==> config.mk <==
export PLATFORM = sky130hd
export DESIGN_NAME = fir_mac_scheduler
export DESIGN_NICKNAME = d
export VERILOG_FILES = /design/src/rtl/audio_sched_pkg.sv /design/src/rtl/fir_dl_pointer.sv /design/src/rtl/fir_mac_scheduler.sv
export SDC_FILE = /design/constraint.sdc
export NUM_CORES = 1
export LEC_CHECK = 0
export BUFFER_PORTS_ARGS = -buffer_cell sky130_fd_sc_hd__buf_4
export CORE_UTILIZATION = 49
export DETAILED_ROUTE_END_ITERATION = 12
export PLACE_DENSITY = 0.77
export SYNTH_ARGS = -nofsm -noshare
export SYNTH_HDL_FRONTEND = slang
export SYNTH_HIERARCHICAL = 1
export SYNTH_SLANG_ARGS = --single-unit
export TNS_END_PERCENT = 10
==> constraint.sdc <==
create_clock -name i_clk -period 3.3 [get_ports i_clk]
set_input_delay 0.165 -clock i_clk [delete_from_list [all_inputs] [get_ports i_clk]]
set_output_delay 0.165 -clock i_clk [all_outputs]
set_load 0.01 [all_outputs]
==> src/rtl/audio_sched_pkg.sv <==
// Shared FSM encoding, channel codes and default sizing for the FIR MAC scheduler.
// Pure declarations; no logic, no latency, no flow control.
package audio_sched_pkg;

  typedef enum logic [2:0] {
    IDLE  = 3'd0,
    LOAD  = 3'd1,
    MAC   = 3'd2,
    DRAIN = 3'd3,
    STORE = 3'd4,
    DONE  = 3'd5
  } sched_state_e;

  localparam logic CHNL_L = 1'b0;
  localparam logic CHNL_R = 1'b1;

  localparam int DEF_NUM_FILTERS = 4;
  localparam int DEF_TAP_AW      = 8;
  localparam int DEF_MAC_LATENCY = 2;

endpackage

==> src/rtl/fir_dl_pointer.sv <==
// Per-channel wrapping delay-line write pointer; updates one cycle after i_inc.
// No backpressure: clear wins over increment.
module fir_dl_pointer #(
  parameter int AW = 8
) (
  input  logic          i_clk,
  input  logic          i_reset,
  input  logic          i_clr,
  input  logic          i_inc,
  output logic [AW-1:0] o_ptr
);

  logic [AW-1:0] r_ptr;

  always_ff @(posedge i_clk or posedge i_reset) begin
    if (i_reset) begin
      r_ptr <= '0;
    end else if (i_clr) begin
      r_ptr <= '0;
    end else if (i_inc) begin
      r_ptr <= r_ptr + AW'(1);
    end
  end

  assign o_ptr = r_ptr;

endmodule

==> src/rtl/fir_mac_scheduler.sv <==
// Time-shares one MAC over both channels and all filters; job = 2 + NUM_FILTERS*(taps+MAC_LATENCY+1) cycles.
// Strobes are never stalled: repeats merge into the pending flag and raise sticky overrun. Optional FIR_SCHED_PERF_EN.
module fir_mac_scheduler
  import audio_sched_pkg::*;
#(
  parameter int NUM_FILTERS = DEF_NUM_FILTERS,
  parameter int TAP_AW      = DEF_TAP_AW,
  parameter int MAC_LATENCY = DEF_MAC_LATENCY,
  localparam int FW = (NUM_FILTERS > 1) ? $clog2(NUM_FILTERS) : 1,
  localparam int DW = (MAC_LATENCY > 1) ? $clog2(MAC_LATENCY) : 1
) (
  input  logic              i_clk,
  input  logic              i_reset,
  input  logic              i_audio_en,
  input  logic [TAP_AW-1:0] i_taps_per_filter,
  input  logic              i_l_data_en,
  input  logic              i_r_data_en,
  output logic              o_chnl_sel,
  output logic              o_sample_wr,
  output logic [TAP_AW-1:0] o_dl_addr,
  output logic [FW+TAP_AW-1:0] o_coef_addr,
  output logic              o_mac_clr,
  output logic              o_mac_en,
  output logic              o_acc_capture,
  output logic [FW-1:0]     o_filter_idx,
  output logic              o_l_data_valid,
  output logic              o_r_data_valid,
  output logic              o_busy,
  output logic              o_overrun,
  output logic [15:0]       o_max_job_cycles
);

  sched_state_e      r_state, w_next;
  logic              r_l_pend, r_r_pend, r_chnl, r_overrun;
  logic [TAP_AW-1:0] r_taps_q, r_tap;
  logic [FW-1:0]     r_filt;
  logic [DW-1:0]     r_drain;
  logic [TAP_AW-1:0] w_l_ptr, w_r_ptr, w_ptr;
  logic              w_start, w_start_chnl, w_tap_last, w_drain_last, w_filt_last;
  logic              w_l_serv, w_r_serv;

  // DONE arbitrates like IDLE so a queued channel loads on the very next cycle.
  assign w_start      = ((r_state == IDLE) || (r_state == DONE)) && (r_l_pend || r_r_pend);
  assign w_start_chnl = r_l_pend ? CHNL_L : CHNL_R;
  assign w_tap_last   = (r_tap == r_taps_q - TAP_AW'(1));
  assign w_drain_last = (r_drain == DW'(MAC_LATENCY - 1));
  assign w_filt_last  = (r_filt == FW'(NUM_FILTERS - 1));
  assign w_l_serv     = (r_state != IDLE) && (r_chnl == CHNL_L);
  assign w_r_serv     = (r_state != IDLE) && (r_chnl == CHNL_R);
  assign w_ptr        = (r_chnl == CHNL_R) ? w_r_ptr : w_l_ptr;

  fir_dl_pointer #(.AW(TAP_AW)) u_l_ptr (
    .i_clk   (i_clk),
    .i_reset (i_reset),
    .i_clr   (!i_audio_en),
    .i_inc   ((r_state == LOAD) && (r_chnl == CHNL_L)),
    .o_ptr   (w_l_ptr)
  );

  fir_dl_pointer #(.AW(TAP_AW)) u_r_ptr (
    .i_clk   (i_clk),
    .i_reset (i_reset),
    .i_clr   (!i_audio_en),
    .i_inc   ((r_state == LOAD) && (r_chnl == CHNL_R)),
    .o_ptr   (w_r_ptr)
  );

  always_ff @(posedge i_clk or posedge i_reset) begin
    if (i_reset) begin
      r_state <= IDLE;
    end else begin
      r_state <= w_next;
    end
  end

  always_comb begin
    w_next = r_state;
    case (r_state)
      IDLE:    if (w_start) w_next = LOAD;
      LOAD:    w_next = MAC;
      MAC:     if (w_tap_last) w_next = DRAIN;
      DRAIN:   if (w_drain_last) w_next = STORE;
      STORE:   w_next = w_filt_last ? DONE : MAC;
      DONE:    w_next = w_start ? LOAD : IDLE;
      default: w_next = IDLE;
    endcase
    if (!i_audio_en) w_next = IDLE;
  end

  always_comb begin
    o_chnl_sel     = 1'b0;
    o_sample_wr    = 1'b0;
    o_dl_addr      = '0;
    o_coef_addr    = '0;
    o_mac_clr      = 1'b0;
    o_mac_en       = 1'b0;
    o_acc_capture  = 1'b0;
    o_filter_idx   = '0;
    o_l_data_valid = 1'b0;
    o_r_data_valid = 1'b0;
    o_busy         = 1'b0;
    o_overrun      = 1'b0;
    if (i_audio_en) begin
      o_overrun = r_overrun;
      if (r_state != IDLE) begin
        o_busy       = 1'b1;
        o_chnl_sel   = r_chnl;
        o_filter_idx = r_filt;
      end
      case (r_state)
        LOAD: begin
          o_sample_wr = 1'b1;
          o_dl_addr   = w_ptr + TAP_AW'(1);
        end
        MAC: begin
          o_mac_en    = 1'b1;
          o_mac_clr   = (r_tap == '0);
          o_dl_addr   = w_ptr - r_tap;
          o_coef_addr = {r_filt, r_tap};
        end
        STORE:   o_acc_capture = 1'b1;
        DONE: begin
          o_l_data_valid = (r_chnl == CHNL_L);
          o_r_data_valid = (r_chnl == CHNL_R);
        end
        default: ;
      endcase
    end
  end

  always_ff @(posedge i_clk or posedge i_reset) begin
    if (i_reset) begin
      r_l_pend  <= 1'b0;
      r_r_pend  <= 1'b0;
      r_chnl    <= CHNL_L;
      r_overrun <= 1'b0;
      r_taps_q  <= TAP_AW'(1);
      r_tap     <= '0;
      r_filt    <= '0;
      r_drain   <= '0;
    end else if (!i_audio_en) begin
      r_l_pend  <= 1'b0;
      r_r_pend  <= 1'b0;
      r_chnl    <= CHNL_L;
      r_overrun <= 1'b0;
      r_taps_q  <= TAP_AW'(1);
      r_tap     <= '0;
      r_filt    <= '0;
      r_drain   <= '0;
    end else begin
      // A strobe landing on the cycle its flag is consumed re-queues the channel.
      r_l_pend <= (r_l_pend && !(w_start && (w_start_chnl == CHNL_L))) || i_l_data_en;
      r_r_pend <= (r_r_pend && !(w_start && (w_start_chnl == CHNL_R))) || i_r_data_en;
      if ((i_l_data_en && (r_l_pend || w_l_serv)) || (i_r_data_en && (r_r_pend || w_r_serv))) begin
        r_overrun <= 1'b1;
      end
      if (w_start) r_chnl <= w_start_chnl;
      case (r_state)
        LOAD: begin
          r_taps_q <= (i_taps_per_filter == '0) ? TAP_AW'(1) : i_taps_per_filter;
          r_tap    <= '0;
          r_filt   <= '0;
        end
        MAC: begin
          r_tap   <= r_tap + TAP_AW'(1);
          r_drain <= '0;
        end
        DRAIN:   r_drain <= r_drain + DW'(1);
        STORE: begin
          r_tap <= '0;
          if (!w_filt_last) r_filt <= r_filt + FW'(1);
        end
        default: ;
      endcase
    end
  end

`ifdef FIR_SCHED_PERF_EN
  logic [15:0] r_job_cnt, r_max_job, w_cnt_now;

  assign w_cnt_now = (r_state == LOAD) ? 16'd1 :
                     ((r_job_cnt == 16'hFFFF) ? r_job_cnt : r_job_cnt + 16'd1);

  always_ff @(posedge i_clk or posedge i_reset) begin
    if (i_reset) begin
      r_job_cnt <= '0;
      r_max_job <= '0;
    end else if (!i_audio_en) begin
      r_job_cnt <= '0;
      r_max_job <= '0;
    end else begin
      if (r_state != IDLE) r_job_cnt <= w_cnt_now;
      if ((r_state == DONE) && (w_cnt_now > r_max_job)) r_max_job <= w_cnt_now;
    end
  end

  assign o_max_job_cycles = i_audio_en ? r_max_job : 16'd0;
`else
  assign o_max_job_cycles = 16'd0;
`endif

endmodule

---- After elaboration in Yosys (flattened, before gate mapping) ----
Index checks and enable logic that the tools add are counted.
Widths: inputs -> output; s select.
storage, ports and cells
  flip-flop bits (word level) ............. 42
  bits in latches ......................... 0
  RAM bits ................................ 0
  bits in read-only memories .............. 0
  output and inout port bits .............. 45
  logic and storage cells ................. 118
  memories kept ........................... 0
cells by class
  add/subtract/negate cells ............... 8
  $mul .................................... 0
  divide/modulo/power cells ............... 0
  $lt $le $gt $ge ......................... 0
  equality and inequality tests ........... 19
  shift operators ......................... 0
  mux-type cells .......................... 52
  bitwise operators ....................... 1
  reduce and logical (&&, ||, !) cells .... 27
operators by type and width
  cell                 count
  $mux 8               10
  $add 8x1->8 const B  4
  $pmux 8 s2           2
  $mux 1               26
  $mux 10              2
  $pmux 3 s6           1
  $logic_not 8->1      2
  $mux 3               5
  $ne 3x3->1 const B   4
  $logic_and 1x1->1    11
  $ne 2x1->1 const B   5
  $eq 8x8->1           1
  $mux 2               4
  $sub 8x1->8 const B  1
  $sub 8x8->8          1
  $logic_or 1x1->1     7
  $eq 3x2->1 const B   2
  $eq 3x3->1 const B   2
  $ne 3x1->1 const B   2
  $pmux 2 s2           1
  $eq 3x1->1 const B   1
  $logic_not 3->1      1
  $ne 3x2->1 const B   1
  $reduce_and 3->1     1
  9 further kinds      10

---- Logic depth before layout (Yosys ltp) ----
Gate-level depths: netlist of run 1.
  depth after elaboration ................. 8
  mapped depth ............................ 11

---- Cells and area by module ----
The synthesis of run 1 kept the hierarchy.
modules (own cells, without submodules)
  module             instances  cells an instance  area an instance (µm²)  sequential area each (µm²)
  fir_mac_scheduler  1          287                2,294.7                 651.9
  fir_dl_pointer     2          38                 400.4                   200.2

---- Worst setup path after synthesis of run 1 ----
OpenSTA, ideal clock, no wires.
  path type ............................... register to output
  start ................................... reg r_chnl
  end ..................................... out o_dl_addr[7]
  arrival ................................. 2.474 ns
  slack ................................... 0.661 ns
  cell stages (with the launch flop) ...... 11
  buffers on the path ..................... 1
  path through ............................ dfrtp_1 clkbuf_1 mux2i_1 inv_1 ha_1 nor2b_1 o21ai_1 nand2b_1 a311oi_1 a21oi_1 mux2_2
between the ends
  word-level cells in the longest chain between the ends .. 4
ends and longest elaborated chain
  element                                     RTL line                                            RTL
  start, declared                             fir_mac_scheduler.sv:34                             logic r_l_pend, r_r_pend, r_chnl, r_overrun;
  start signal, assigned                      fir_mac_scheduler.sv:157                            if (w_start) r_chnl <= w_start_chnl;
  $mux 8 (*)                                  fir_mac_scheduler.sv:50                             assign w_ptr = (r_chnl == CHNL_R) ? w_r_ptr : w_l_ptr;
  $sub 8x8->8 or $add 8x1->8 (tied branches)  fir_mac_scheduler.sv:118, fir_mac_scheduler.sv:113
  $pmux 8 s2 (*)                              fir_mac_scheduler.sv:110                            case (r_state)
  $mux 8 (*)                                  fir_mac_scheduler.sv:103                            if (i_audio_en) begin
  end, declared                               fir_mac_scheduler.sv:20                             output logic [TAP_AW-1:0] o_dl_addr,
Mark *: on every way between the ends. The rest lies on a longest branch, timed or not.

---- Final worst setup path of run 1 ----
Ends and elaborated chain as after synthesis.

==> PnR_summary.wiki, run 1 <==
{| class="wikitable"
! Metric !! Value
|-
| Mapped Cells || 363
|-
| Worst Skew || 0.0100 ns
|-
| Most frequent cells in the layout || 47 x sky130_fd_sc_hd__nor2_1, 45 x sky130_fd_sc_hd__buf_4, 39 x sky130_fd_sc_hd__dfrtp_1, 31 x sky130_fd_sc_hd__nand2_1, 24 x sky130_fd_sc_hd__a21oi_1
|-
| Crit share post-route || 93.3%
|-
| Number of enable-type register cells in the synthesized netlist || 0
|-
| Starting density of the core || 51.7%
|-
| Number of CTS-inserted buffers || 5
|-
| Reg clk slew, reported paths || 0.08 ns
|-
| Total number of placement rows || 28
|-
| Post-layout utilization of the core || 58.4%
|-
| Warnings from Yosys || 6
|-
| Global route overflow || 0
|-
| Number of violations of the max-capacitance limit || 0
|-
| Slew at the pin with the worst max-slew slack || 1.03 ns
|-
| Detailed placement HPWL || 5090 um
|-
| Mean instance size in the synthesized netlist || 8.53 um2
|-
| Depth of the worst register-to-register path || 6
|-
| Post-route DRC violation count || 0
|-
| Signed area change from the synthesized netlist to the final layout || 13.0%
|-
| Share of final-layout standard cells stronger than drive strength 1 || 17.8%
|-
| Final std cells w/o fill || 474
|-
| Total number of H-tree levels || 2
|-
| # diodes || 0
|-
| Max-slew headroom || 31.3%
|-
| Vias || 2564
|-
| Cell taking the most area after synthesis || sky130_fd_sc_hd__dfrtp_1
|-
| Number of sinks driven by the clock tree || 42
|-
| Fraction of synthesis flops using an asynchronous set or reset pin || 100%
|-
| Post-synthesis sequential element count || 42
|-
| Area occupied by multi-input gates || 1830 um2
|-
| Most frequent standard cell in the layout excluding fill and tap cells || sky130_fd_sc_hd__nor2_1
|-
| Startpoint-to-endpoint class of the critical path || reg2out
|-
| Routed wire length per instance || 14.2 um
|-
| Proportion of netlist area held by the largest area contributor || 33.1%
|-
| Largest buffer count on any clock path || 2
|-
| Number of antenna violations at the first check in global routing || 0
|-
| Cell depth of the worst hold path || 3
|-
| Most area-consuming cells after synthesis || sky130_fd_sc_hd__dfrtp_1 33%, sky130_fd_sc_hd__nor2_1 5.7%, sky130_fd_sc_hd__ha_1 5.3%
|-
| Worst ir drop on vdd || 0.337 mV
|-
| Via count of the first global-routing pass || 2395
|-
| Clk Tree Root Cell || sky130_fd_sc_hd__clkbuf_8
|-
| Wire length reported by the detailed router || 6720 um
|-
| GRT Overall Usage || 22.0%
|-
| TritonCTS clock tree || built
|-
| Maximum clock frequency || 0.325 GHz
|-
| Clock period minus worst slack || 3.08 ns
|-
| Boundary Pins || 58
|-
| Type of origin of the critical path || flip-flop
|-
| Sequential cell area || 1050 um2
|-
| Final Setup Violations || 0
|-
| Data arrival time of the worst path || 2.91 ns
|-
| Die outline height || 81.5 um
|-
| First-pass GRT wire length || 11300 um
|-
| Final weighted congestion of routability-driven global placement || 0.854
|-
| Worst skew pair latency || 0.29 ns
|-
| Antenna viol nets, final || 0
|-
| Number of vias per cell || 5.41
|-
| Final number of max-transition violations || 0
|-
| Total Negative Setup Slacks || 0 ns
|-
| Main synth FF type || sky130_fd_sc_hd__dfrtp_1
|-
| Hold Fails Final Rpt || 0
|-
| Portion of the post-synthesis area used by sequential elements || 34.0%
|-
| Data required time at the worst endpoint || 3.13 ns
|-
| Net total in the final layout || 425
|-
| Input/output buffers || 41
|-
| Critical Path End Type || output pin
|-
| Power per Cell Area || 554 nW/um2
|-
| Critical path peak fanout || 8
|-
| Initial DRC count || 117
|-
| Result of the run || finished clean
|-
| Total core area || 5990 um2
|-
| Mapped Area || 3100 um2
|-
| Die area || 6640 um2
|-
| Fill cell instance count of the final layout || 529
|-
| Maximum number of pins on one net before global-route repair || 27
|-
| Total instance count after detailed placement || 464
|-
| Horizontal die dimension || 81.5 um
|-
| Class of the tightest hold or removal check || in2reg
|-
| Library cells used by synthesis || 52
|-
| Drt first pass iters || 4
|-
| Static power due to leakage || 1.62 nW
|}
-- synth_stat cells, drive strengths merged (3+ instances only) --
| master | instances |
|---|---|
| nor2 | 50 |
| dfrtp | 41 |
| nand2 | 31 |
| buf | 27 |
| a21oi | 24 |
| xor2 | 18 |
| inv | 16 |
| o21ai | 16 |
| ha | 13 |
| xnor2 | 12 |
| and2 | 11 |
| nand4 | 10 |
| nor3 | 9 |
| nand2b | 8 |
| mux2 | 7 |
| or3 | 7 |
| clkbuf | 6 |
| mux2i | 6 |
| nand3 | 6 |
| and3 | 5 |
| nor2b | 5 |
| nand3b | 4 |
| a31oi | 3 |
| nor3b | 3 |
| nor4 | 3 |
| o211ai | 3 |
-- worst max-delay path: stages, from the launching register on --
cell	delay (ns)
sky130_fd_sc_hd__dfrtp_1	0.55
sky130_fd_sc_hd__mux2i_1	0.36
sky130_fd_sc_hd__inv_1	0.09
sky130_fd_sc_hd__ha_1	0.29
sky130_fd_sc_hd__nor2b_1	0.13
sky130_fd_sc_hd__o21ai_1	0.11
sky130_fd_sc_hd__nand2b_1	0.10
sky130_fd_sc_hd__a311oi_1	0.43
sky130_fd_sc_hd__a21oi_1	0.13
sky130_fd_sc_hd__mux2_2	0.29
sky130_fd_sc_hd__buf_4	0.14
-- path summary, 6_finish.rpt --
check,start,end,slack (ns)
max,r_chnl,o_dl_addr[7],0.22
max reg2reg,r_state[0],u_r_ptr/o_ptr[7],0.75
min in group asynchronous,i_reset,u_r_ptr/o_ptr[3],0.39
min,i_r_data_en,r_r_pend,0.1
max in group asynchronous,i_reset,r_state[1],1.91
min reg2reg,r_taps_q[6],r_taps_q[6],0.54
-- routing by layer --
metal | part of all wire [%] | up-vias | GRT usage, %
met5 | 0 | - | 0
met4 | 0.97 | 0 | 7.50
met3 | 3.6 | 6 | 3.22
met2 | 48 | 63 | 34.5
met1 | 47 | 1224 | 31.0
li1 | - | 1271 | -
-- where the power goes --
group,switching [mW],internal [mW],leakage (nW)
sequential,0.113,0.579,0.570
combinational,0.476,0.369,1.00
clock,0.174,0.227,0.0524
total,0.763,1.17,1.62
-- kinds of logic (layout without fill, tap and decap cells) --
logic type               count (synthesis)  count (layout)  share of synthesized area, %
flip-flops                              42              42                          34.0
other                                    1              16                         0.121
AND/OR/NAND/NOR                        158             158                          26.4
XOR/XNOR                                30              30                          8.49
buffers and inverters                   49              70                          8.85
AO/OA/AOI/OAI                           56              56                          11.7
multiplexers                            13              13                          4.49
adder cells (fa/ha/maj)                 14              14                          5.90
-- cell type report --
cell class | count | share of cell area [%]
clock buffers | 7 | 2.18
clock inverters | 1 | 0.859
inverters | 16 | 1.72
multi-input cells | 287 | 52.5
flip-flops and latches | 42 | 30.2
well taps | 75 | 2.68
repair buffers | 46 | 9.95
-- per-stage QoR --
stage	area, um2	hold slack [ns]	total power, mW	setup WS [ns]
6_report	3500	0.0989	1.94	0.221
5_1_grt	3500	0.111	2.10	-0.0178
2_1_floorplan	3150	-0.0193	1.34	0.661
4_1_cts	3480	0.0918	1.93	0.0774
3_3_place_gp	3360	0.141	1.49	0.519
3_5_place_dp	3360	0.151	1.52	0.416
-- flip-flops by register name (all words and copies together) (netlist names) --
signal,flops
u_l_ptr/o_ptr,8
r_overrun,1
r_r_pend,1
r_filt,2
r_chnl,1
r_tap,8
u_r_ptr/o_ptr,8
r_taps_q,8
r_l_pend,1
r_drain,1
r_state,3
-- what timing repair did --
action / 4_1_cts / 5_1_grt
hold buffers: 1 / 0
endpoints found under the hold margin: 16 / 0
setup endpoints to repair: 0 / 2
resized for setup: 0 / 4
setup buffers: 0 / 1
Power figures use the tool's default switching activity.
==> run 2, diff against run 1 <==
Settings changed: CAP_MARGIN from default to 40, PLACE_DENSITY 0.77 to 0.8.
==> run 2 against run 1 <==
Against the previous run:
- clock skew barely moved
- global-route usage rose by 1.7 points
- non-clock buffer count rose by 1
- critical path type unchanged
- first-iteration DRC count rose by 38%
- highest routed layer unchanged
- register-to-register slack improved by 0.08 ns
==> PnR_summary.wiki, run 2 (synthesized netlist as in run 1, its figures left out) <==
{| class="wikitable"
! Metric !! Value
|-
| Final number of max-transition violations || 0 (unchanged)
|-
| Number of antenna violations at the first check in global routing || 0 (unchanged)
|-
| Worst skew pair latency || 0.31 ns (was 0.29 ns)
|-
| Crit share post-route || 92.6% (was 93.3%)
|-
| Clock period minus worst slack || 3.06 ns (was 3.08 ns)
|-
| Total Negative Setup Slacks || 0 ns (unchanged)
|-
| Final Instance Area || 3520 um2 (was 3500 um2)
|-
| Largest buffer count on any clock path || 2 (unchanged)
|-
| Most utilized layer in the global route result || met2 (unchanged)
|-
| Power per Cell Area || 544 nW/um2 (was 554 nW/um2)
|-
| Post-layout utilization of the core || 58.8% (was 58.4%)
|-
| Boundary Pins || 58 (unchanged)
|-
| Startpoint-to-endpoint class of the critical path || reg2out (unchanged)
|-
| Die area || 6640 um2 (unchanged)
|-
| Total number of H-tree levels || 2 (unchanged)
|-
| Part of the power in the clock network || 18.8% (was 20.7%)
|-
| TritonCTS clock tree || built (unchanged)
|-
| Signed area change from the synthesized netlist to the final layout || 13.8% (was 13.0%)
|-
| Endpoint of the worst setup timing path || o_dl_addr[7] (unchanged)
|-
| Total number of placement rows || 28 (unchanged)
|-
| Class of the tightest hold or removal check || in2reg (unchanged)
|-
| Slew at the pin with the worst max-slew slack || 0.703 ns (was 1.03 ns)
|-
| Sw Ratio || 41.3% (was 39.4%)
|-
| Logic gate share of total power || 45.0% (was 43.6%)
|-
| # diodes || 0 (unchanged)
|-
| Post-route DRC violation count || 0 (unchanged)
|-
| Number of CTS-inserted buffers || 5 (unchanged)
|-
| Most frequent cells in the layout || 47 x sky130_fd_sc_hd__nor2_1, 45 x sky130_fd_sc_hd__buf_4, 37 x sky130_fd_sc_hd__dfrtp_1, 31 x sky130_fd_sc_hd__nand2_1, 24 x sky130_fd_sc_hd__a21oi_1 (was 47 x sky130_fd_sc_hd__nor2_1, 45 x sky130_fd_sc_hd__buf_4, 39 x sky130_fd_sc_hd__dfrtp_1, 31 x sky130_fd_sc_hd__nand2_1, 24 x sky130_fd_sc_hd__a21oi_1)
|-
| Worst ir drop on vdd || 0.274 mV (was 0.337 mV)
|-
| Max-slew headroom || 53.1% (was 31.3%)
|-
| Share of final-layout standard cells stronger than drive strength 1 || 19.3% (was 17.8%)
|-
| Data arrival time of the worst path || 2.89 ns (was 2.91 ns)
|-
| Power Internal || 1.13 mW (was 1.17 mW)
|-
| Number of sinks driven by the clock tree || 42 (unchanged)
|-
| Net total in the final layout || 426 (was 425)
|-
| Vias || 2628 (was 2564)
|-
| Critical Path End Type || output pin (unchanged)
|-
| First-pass GRT wire length || 12000 um (was 11300 um)
|-
| Routing usage on met3 || 3.56% (was 3.22%)
|-
| Depth of the worst register-to-register path || 6 (unchanged)
|-
| Antenna viol nets, final || 0 (unchanged)
|-
| Input/output buffers || 41 (unchanged)
|-
| Result of the run || finished clean (unchanged)
|-
| Total power after layout || 1.92 mW (was 1.94 mW)
|-
| Reg clk slew, reported paths || 0.08 ns (about the same)
|-
| Reg2reg start || r_state[1] (was r_state[0])
|-
| Critical path peak fanout || 15 (was 8)
|-
| Final weighted congestion of routability-driven global placement || 0.878 (was 0.854)
|-
| Hold Fails Final Rpt || 0 (unchanged)
|-
| Maximum clock frequency || 0.327 GHz (was 0.325 GHz)
|-
| Number of vias per cell || 5.53 (was 5.41)
|-
| Routing usage on met2 || 38.3% (was 34.5%)
|-
| Sequential Power Share || 36.2% (was 35.7%)
|-
| Net switching power of the design || 0.791 mW (was 0.763 mW)
|-
| Horizontal die dimension || 81.5 um (unchanged)
|-
| Data required time at the worst endpoint || 3.13 ns (about the same)
|-
| Wire length reported by the detailed router || 7020 um (was 6720 um)
|-
| Maximum number of pins on one net before global-route repair || 20 (was 27)
|-
| Die outline height || 81.5 um (unchanged)
|-
| Detailed placement HPWL || 5380 um (was 5090 um)
|-
| Most frequent standard cell in the layout excluding fill and tap cells || sky130_fd_sc_hd__nor2_1 (unchanged)
|-
| Global route overflow || 0 (unchanged)
|-
| Initial DRC count || 162 (was 117)
|-
| Start point of the critical path || r_state[2] (was r_chnl)
|-
| Number of violations of the max-capacitance limit || 0 (unchanged)
|-
| Endpoint of the worst register-to-register path || u_l_ptr/o_ptr[5] (was u_r_ptr/o_ptr[7])
|-
| Total core area || 5990 um2 (unchanged)
|-
| Routed wire length per instance || 14.8 um (was 14.2 um)
|-
| Met1 track demand over resource in global routing || 32.0% (was 31.0%)
|-
| Via count of the first global-routing pass || 2486 (was 2395)
|-
| R2R setup slack || 0.83 ns (was 0.75 ns)
|-
| GRT Overall Usage || 23.7% (was 22.0%)
|-
| Drt first pass iters || 4 (unchanged)
|-
| Worst Skew || 0.00959 ns (was 0.0100 ns)
|-
| Type of origin of the critical path || flip-flop (unchanged)
|-
| Clk Tree Root Cell || sky130_fd_sc_hd__clkbuf_8 (unchanged)
|-
| Static power due to leakage || 1.63 nW (was 1.62 nW)
|-
| Placement Cell Area || 3390 um2 (was 3360 um2)
|-
| Final Setup Violations || 0 (unchanged)
|-
| Starting density of the core || 51.7% (unchanged)
|-
| Worst Hold Launch || i_r_data_en (unchanged)
|}
run 2: changes by cell type in the layout (fill, tap and decap cells not counted), sizes merged:
cell / delta
bufinv: -1
clkbuf: -1
buf: +1
clkinvlp: +1
clkinv: +1
run 2: what timing repair did:
item | 4_1_cts | 5_1_grt
setup endpoints to repair | 0 | 3
endpoints found under the hold margin | 24 | 0
setup buffers | 0 | 1
hold buffers | 1 | 0
resized for setup | 0 | 8
run 2: layout make-up:
class                      count  area (um2)
clock buffer                   6        82.6
fill                         530        2470
sequential                    42        1060
clock inverter                 2        12.5
tap                           75        93.8
multi-input combinational    287        1840
timing repair buffer          47         375
inverter                      16        60.1
run 2: through the flow:
step	hold slack, ns	setup WS (ns)	cells
final	0.0809	0.244	475
after detailed placement	0.154	0.387	465
after floorplan	-0.0193	0.661	378
after CTS	0.0856	0.0333	474
after global placement	0.140	0.523	464
after global routing	0.112	-0.0107	475
run 2: power groups by stage:
stage          clock network, mW  registers, mW  logic, mW
2_1_floorplan                  0          0.649      0.687
3_3_place_gp                   0          0.689      0.798
3_5_place_dp                   0          0.695      0.831
4_1_cts                    0.364          0.686      0.842
5_1_grt                    0.386          0.708      0.970
6_report                   0.359          0.694      0.863
run 2: routing by layer:
| metal | up-vias | part of all wire, % |
|---|---|---|
| met5 | - | 0 |
| met4 | 0 | 2.0 |
| met3 | 13 | 5.6 |
| met2 | 96 | 48 |
| met1 | 1247 | 44 |
| li1 | 1272 | - |
run 2: how the worst min path moves through the flow:
stage | endpoint | slack, ns | cells after the start
after floorplan | u_l_ptr/o_ptr[0] | -0.02 | 1
after global placement | u_r_ptr/o_ptr[7] | 0.14 | 2
after detailed placement | u_r_ptr/o_ptr[7] | 0.15 | 2
after CTS | r_r_pend | 0.09 | 3
after global routing | r_r_pend | 0.11 | 3
final | r_r_pend | 0.08 | 3
run 2: worst max-delay path: stages, from the launching register on:
cell and delay (ns):
sky130_fd_sc_hd__dfrtp_2 0.52, sky130_fd_sc_hd__nor3b_4 0.23, sky130_fd_sc_hd__buf_4 0.16, sky130_fd_sc_hd__nand2_1 0.09, sky130_fd_sc_hd__inv_1 0.08, sky130_fd_sc_hd__ha_1 0.23
sky130_fd_sc_hd__nor2b_1 0.13, sky130_fd_sc_hd__o21ai_1 0.13, sky130_fd_sc_hd__nand2b_1 0.11, sky130_fd_sc_hd__a311oi_2 0.36, sky130_fd_sc_hd__a21oi_1 0.12, sky130_fd_sc_hd__mux2_2 0.28
sky130_fd_sc_hd__buf_4 0.14
==> run 3, diff against run 2 <==
Settings changed: RECOVER_POWER from default to 50.
==> run 3 against run 2 <==
Against the previous run:
- count of clock-buffer cells in the layout stayed put
- register-to-register slack better by 0.03 ns
- sequential power is 0.6% lower
- worst setup slack worse by 0.010 ns
- flip-flop and latch count stayed put
- routed wire length is 0.40% lower
- final cell count stayed put
- combinational power is 1% lower
- highest routed layer unchanged
- utilization is 0.63 points lower
- total power is 0.72% lower
- fmax is 0.33% lower
- die area stayed put
- largest power group unchanged
==> PnR_summary.wiki, run 3 (synthesized netlist as in run 1, its figures left out) <==
{| class="wikitable"
! Metric !! Value
|-
| Crit share post-route || 92.9% (was 92.6%)
|-
| Number of vias per cell || 5.55 (was 5.53)
|-
| Critical Path End Type || output pin (unchanged)
|-
| Total Negative Setup Slacks || 0 ns (unchanged)
|-
| Number of antenna violations at the first check in global routing || 0 (unchanged)
|-
| Maximum number of pins on one net before global-route repair || 20 (unchanged)
|-
| GRT Overall Usage || 23.7% (unchanged)
|-
| Endpoint of the worst register-to-register path || u_l_ptr/o_ptr[5] (unchanged)
|-
| Class of the tightest hold or removal check || in2reg (unchanged)
|-
| Number of CTS-inserted buffers || 5 (unchanged)
|-
| Share of final-layout standard cells stronger than drive strength 1 || 18.0% (was 19.3%)
|-
| Post-layout utilization of the core || 58.2% (was 58.8%)
|-
| Boundary Pins || 58 (unchanged)
|-
| Die outline height || 81.5 um (unchanged)
|-
| Total instance count after detailed placement || 465 (unchanged)
|-
| Power per Cell Area || 546 nW/um2 (was 544 nW/um2)
|-
| Final std cells w/o fill || 475 (unchanged)
|-
| Drt first pass iters || 4 (unchanged)
|-
| Most frequent cells in the layout || 48 x sky130_fd_sc_hd__nor2_1, 43 x sky130_fd_sc_hd__buf_4, 37 x sky130_fd_sc_hd__dfrtp_1, 31 x sky130_fd_sc_hd__nand2_1, 24 x sky130_fd_sc_hd__a21oi_1 (was 47 x sky130_fd_sc_hd__nor2_1, 45 x sky130_fd_sc_hd__buf_4, 37 x sky130_fd_sc_hd__dfrtp_1, 31 x sky130_fd_sc_hd__nand2_1, 24 x sky130_fd_sc_hd__a21oi_1)
|-
| Data arrival time of the worst path || 2.90 ns (was 2.89 ns)
|-
| Final number of max-transition violations || 0 (unchanged)
|-
| Static power due to leakage || 1.61 nW (was 1.63 nW)
|-
| Input/output buffers || 41 (unchanged)
|-
| Reg clk slew, reported paths || 0.08 ns (about the same)
|-
| Startpoint-to-endpoint class of the critical path || reg2out (unchanged)
|-
| Detailed placement HPWL || 5380 um (unchanged)
|-
| Type of origin of the critical path || flip-flop (unchanged)
|-
| Hold Fails Final Rpt || 0 (unchanged)
|-
| Total power after layout || 1.90 mW (was 1.92 mW)
|-
| Max-slew headroom || 28.6% (was 53.1%)
|-
| Wire length reported by the detailed router || 6990 um (was 7020 um)
|-
| Result of the run || finished clean (unchanged)
|-
| Worst Skew || 0.00875 ns (was 0.00959 ns)
|-
| Vias || 2636 (was 2628)
|-
| Total number of H-tree levels || 2 (unchanged)
|-
| Slew at the pin with the worst max-slew slack || 1.06 ns (was 0.703 ns)
|-
| Die area || 6640 um2 (unchanged)
|-
| Worst-case hold slack || 0.0792 ns (was 0.0809 ns)
|-
| R2R setup slack || 0.86 ns (was 0.83 ns)
|-
| Total number of placement rows || 28 (unchanged)
|-
| Worst ir drop on vdd || 0.273 mV (was 0.274 mV)
|-
| # diodes || 0 (unchanged)
|-
| Routed wire length per instance || 14.7 um (was 14.8 um)
|-
| Start point of the critical path || r_state[2] (unchanged)
|-
| First-pass GRT wire length || 12000 um (unchanged)
|-
| Signed area change from the synthesized netlist to the final layout || 12.6% (was 13.8%)
|-
| Fill cell instance count of the final layout || 533 (was 530)
|-
| Horizontal die dimension || 81.5 um (unchanged)
|-
| Data required time at the worst endpoint || 3.13 ns (about the same)
|-
| Reg2reg start || r_state[1] (unchanged)
|-
| Largest buffer count on any clock path || 2 (unchanged)
|-
| Number of violations of the max-capacitance limit || 0 (unchanged)
|-
| Number of sinks driven by the clock tree || 42 (unchanged)
|-
| TritonCTS clock tree || built (unchanged)
|-
| Depth of the worst register-to-register path || 6 (unchanged)
|-
| Final weighted congestion of routability-driven global placement || 0.878 (unchanged)
|-
| Post-route DRC violation count || 0 (unchanged)
|-
| Global route overflow || 0 (unchanged)
|-
| Endpoint of the worst setup timing path || o_dl_addr[7] (unchanged)
|-
| Maximum clock frequency || 0.326 GHz (was 0.327 GHz)
|-
| Worst skew pair latency || 0.31 ns (about the same)
|-
| Final Setup Violations || 0 (unchanged)
|-
| Net total in the final layout || 426 (unchanged)
|-
| Starting density of the core || 51.7% (unchanged)
|-
| Via count of the first global-routing pass || 2486 (unchanged)
|-
| Total core area || 5990 um2 (unchanged)
|-
| Most frequent standard cell in the layout excluding fill and tap cells || sky130_fd_sc_hd__nor2_1 (unchanged)
|-
| Clk Tree Root Cell || sky130_fd_sc_hd__clkbuf_8 (unchanged)
|-
| Antenna viol nets, final || 0 (unchanged)
|-
| Initial DRC count || 183 (was 162)
|-
| Clock period minus worst slack || 3.07 ns (was 3.06 ns)
|-
| Critical path peak fanout || 15 (unchanged)
|}
run 3: cell types whose count changed in the layout (fill, tap and decap cells not counted):
cell / previous run / this run
sky130_fd_sc_hd__buf_4: 45 / 43
sky130_fd_sc_hd__o21ai_2: 1 / 0
sky130_fd_sc_hd__nor2_1: 47 / 48
sky130_fd_sc_hd__nor2_2: 2 / 1
sky130_fd_sc_hd__clkbuf_1: 0 / 3
sky130_fd_sc_hd__o21ai_0: 10 / 11
sky130_fd_sc_hd__buf_16: 1 / 0
run 3: worst max-delay path: stages (launching register included):
cell and delay, ns:
sky130_fd_sc_hd__dfrtp_2 0.51, sky130_fd_sc_hd__nor3b_4 0.23, sky130_fd_sc_hd__buf_4 0.16, sky130_fd_sc_hd__nand2_1 0.09, sky130_fd_sc_hd__inv_1 0.09, sky130_fd_sc_hd__ha_1 0.23
sky130_fd_sc_hd__nor2b_1 0.14, sky130_fd_sc_hd__o21ai_1 0.12, sky130_fd_sc_hd__nand2b_1 0.11, sky130_fd_sc_hd__a311oi_2 0.36, sky130_fd_sc_hd__a21oi_1 0.12, sky130_fd_sc_hd__mux2_2 0.28
sky130_fd_sc_hd__buf_4 0.14
run 3: what timing repair did:
item,4_1_cts,5_1_grt
hold buffers,1,0
endpoints found under the hold margin,24,0
setup buffers,0,1
gates resized for setup,0,8
endpoints found under the setup margin,0,3
run 3: layout make-up:
type,instances,area [um2],share of cell area (%)
Clock buffer,6,82.6,2.37
Clock inverter,2,12.5,0.359
Inverter,16,60.1,1.72
Multi-Input combinational cell,287,1830,52.6
Sequential cell,42,1060,30.3
Tap cell,75,93.8,2.69
Timing Repair Buffer,47,344,9.87
run 3: worst min-delay path by stage:
stage	from	slack, ns	cells after the start	end
final	i_r_data_en	0.08	3	r_r_pend
after global routing	i_r_data_en	0.11	3	r_r_pend
after CTS	i_r_data_en	0.09	3	r_r_pend
after detailed placement	i_reset	0.15	2	u_r_ptr/o_ptr[7]
after global placement	i_reset	0.14	2	u_r_ptr/o_ptr[7]
after floorplan	i_reset	-0.02	1	u_l_ptr/o_ptr[0]
run 3: metrics by stage:
| step | setup slack (ns) | area, um2 |
|---|---|---|
| floorplan | 0.661 | 3150 |
| detailed placement | 0.387 | 3390 |
| finish | 0.234 | 3480 |
| global route | -0.0107 | 3480 |
| global placement | 0.523 | 3360 |
| CTS | 0.0333 | 3490 |
run 3: power breakdown:
| part | internal [mW] | total (mW) | switching [mW] | leakage (nW) |
|---|---|---|---|---|
| Clock | 0.168 | 0.360 | 0.192 | 0.0472 |
| Combinational | 0.369 | 0.852 | 0.483 | 0.993 |
| Sequential | 0.581 | 0.690 | 0.109 | 0.567 |
| Total | 1.12 | 1.90 | 0.784 | 1.61 |
run 3: metal layers:
metal	wire length, um	track usage, %	up-vias
li1	-	-	1272
met1	3140	32.0	1262
met2	3300	38.3	89
met3	382	3.56	13
met4	160	8.93	0
met5	0	0	-
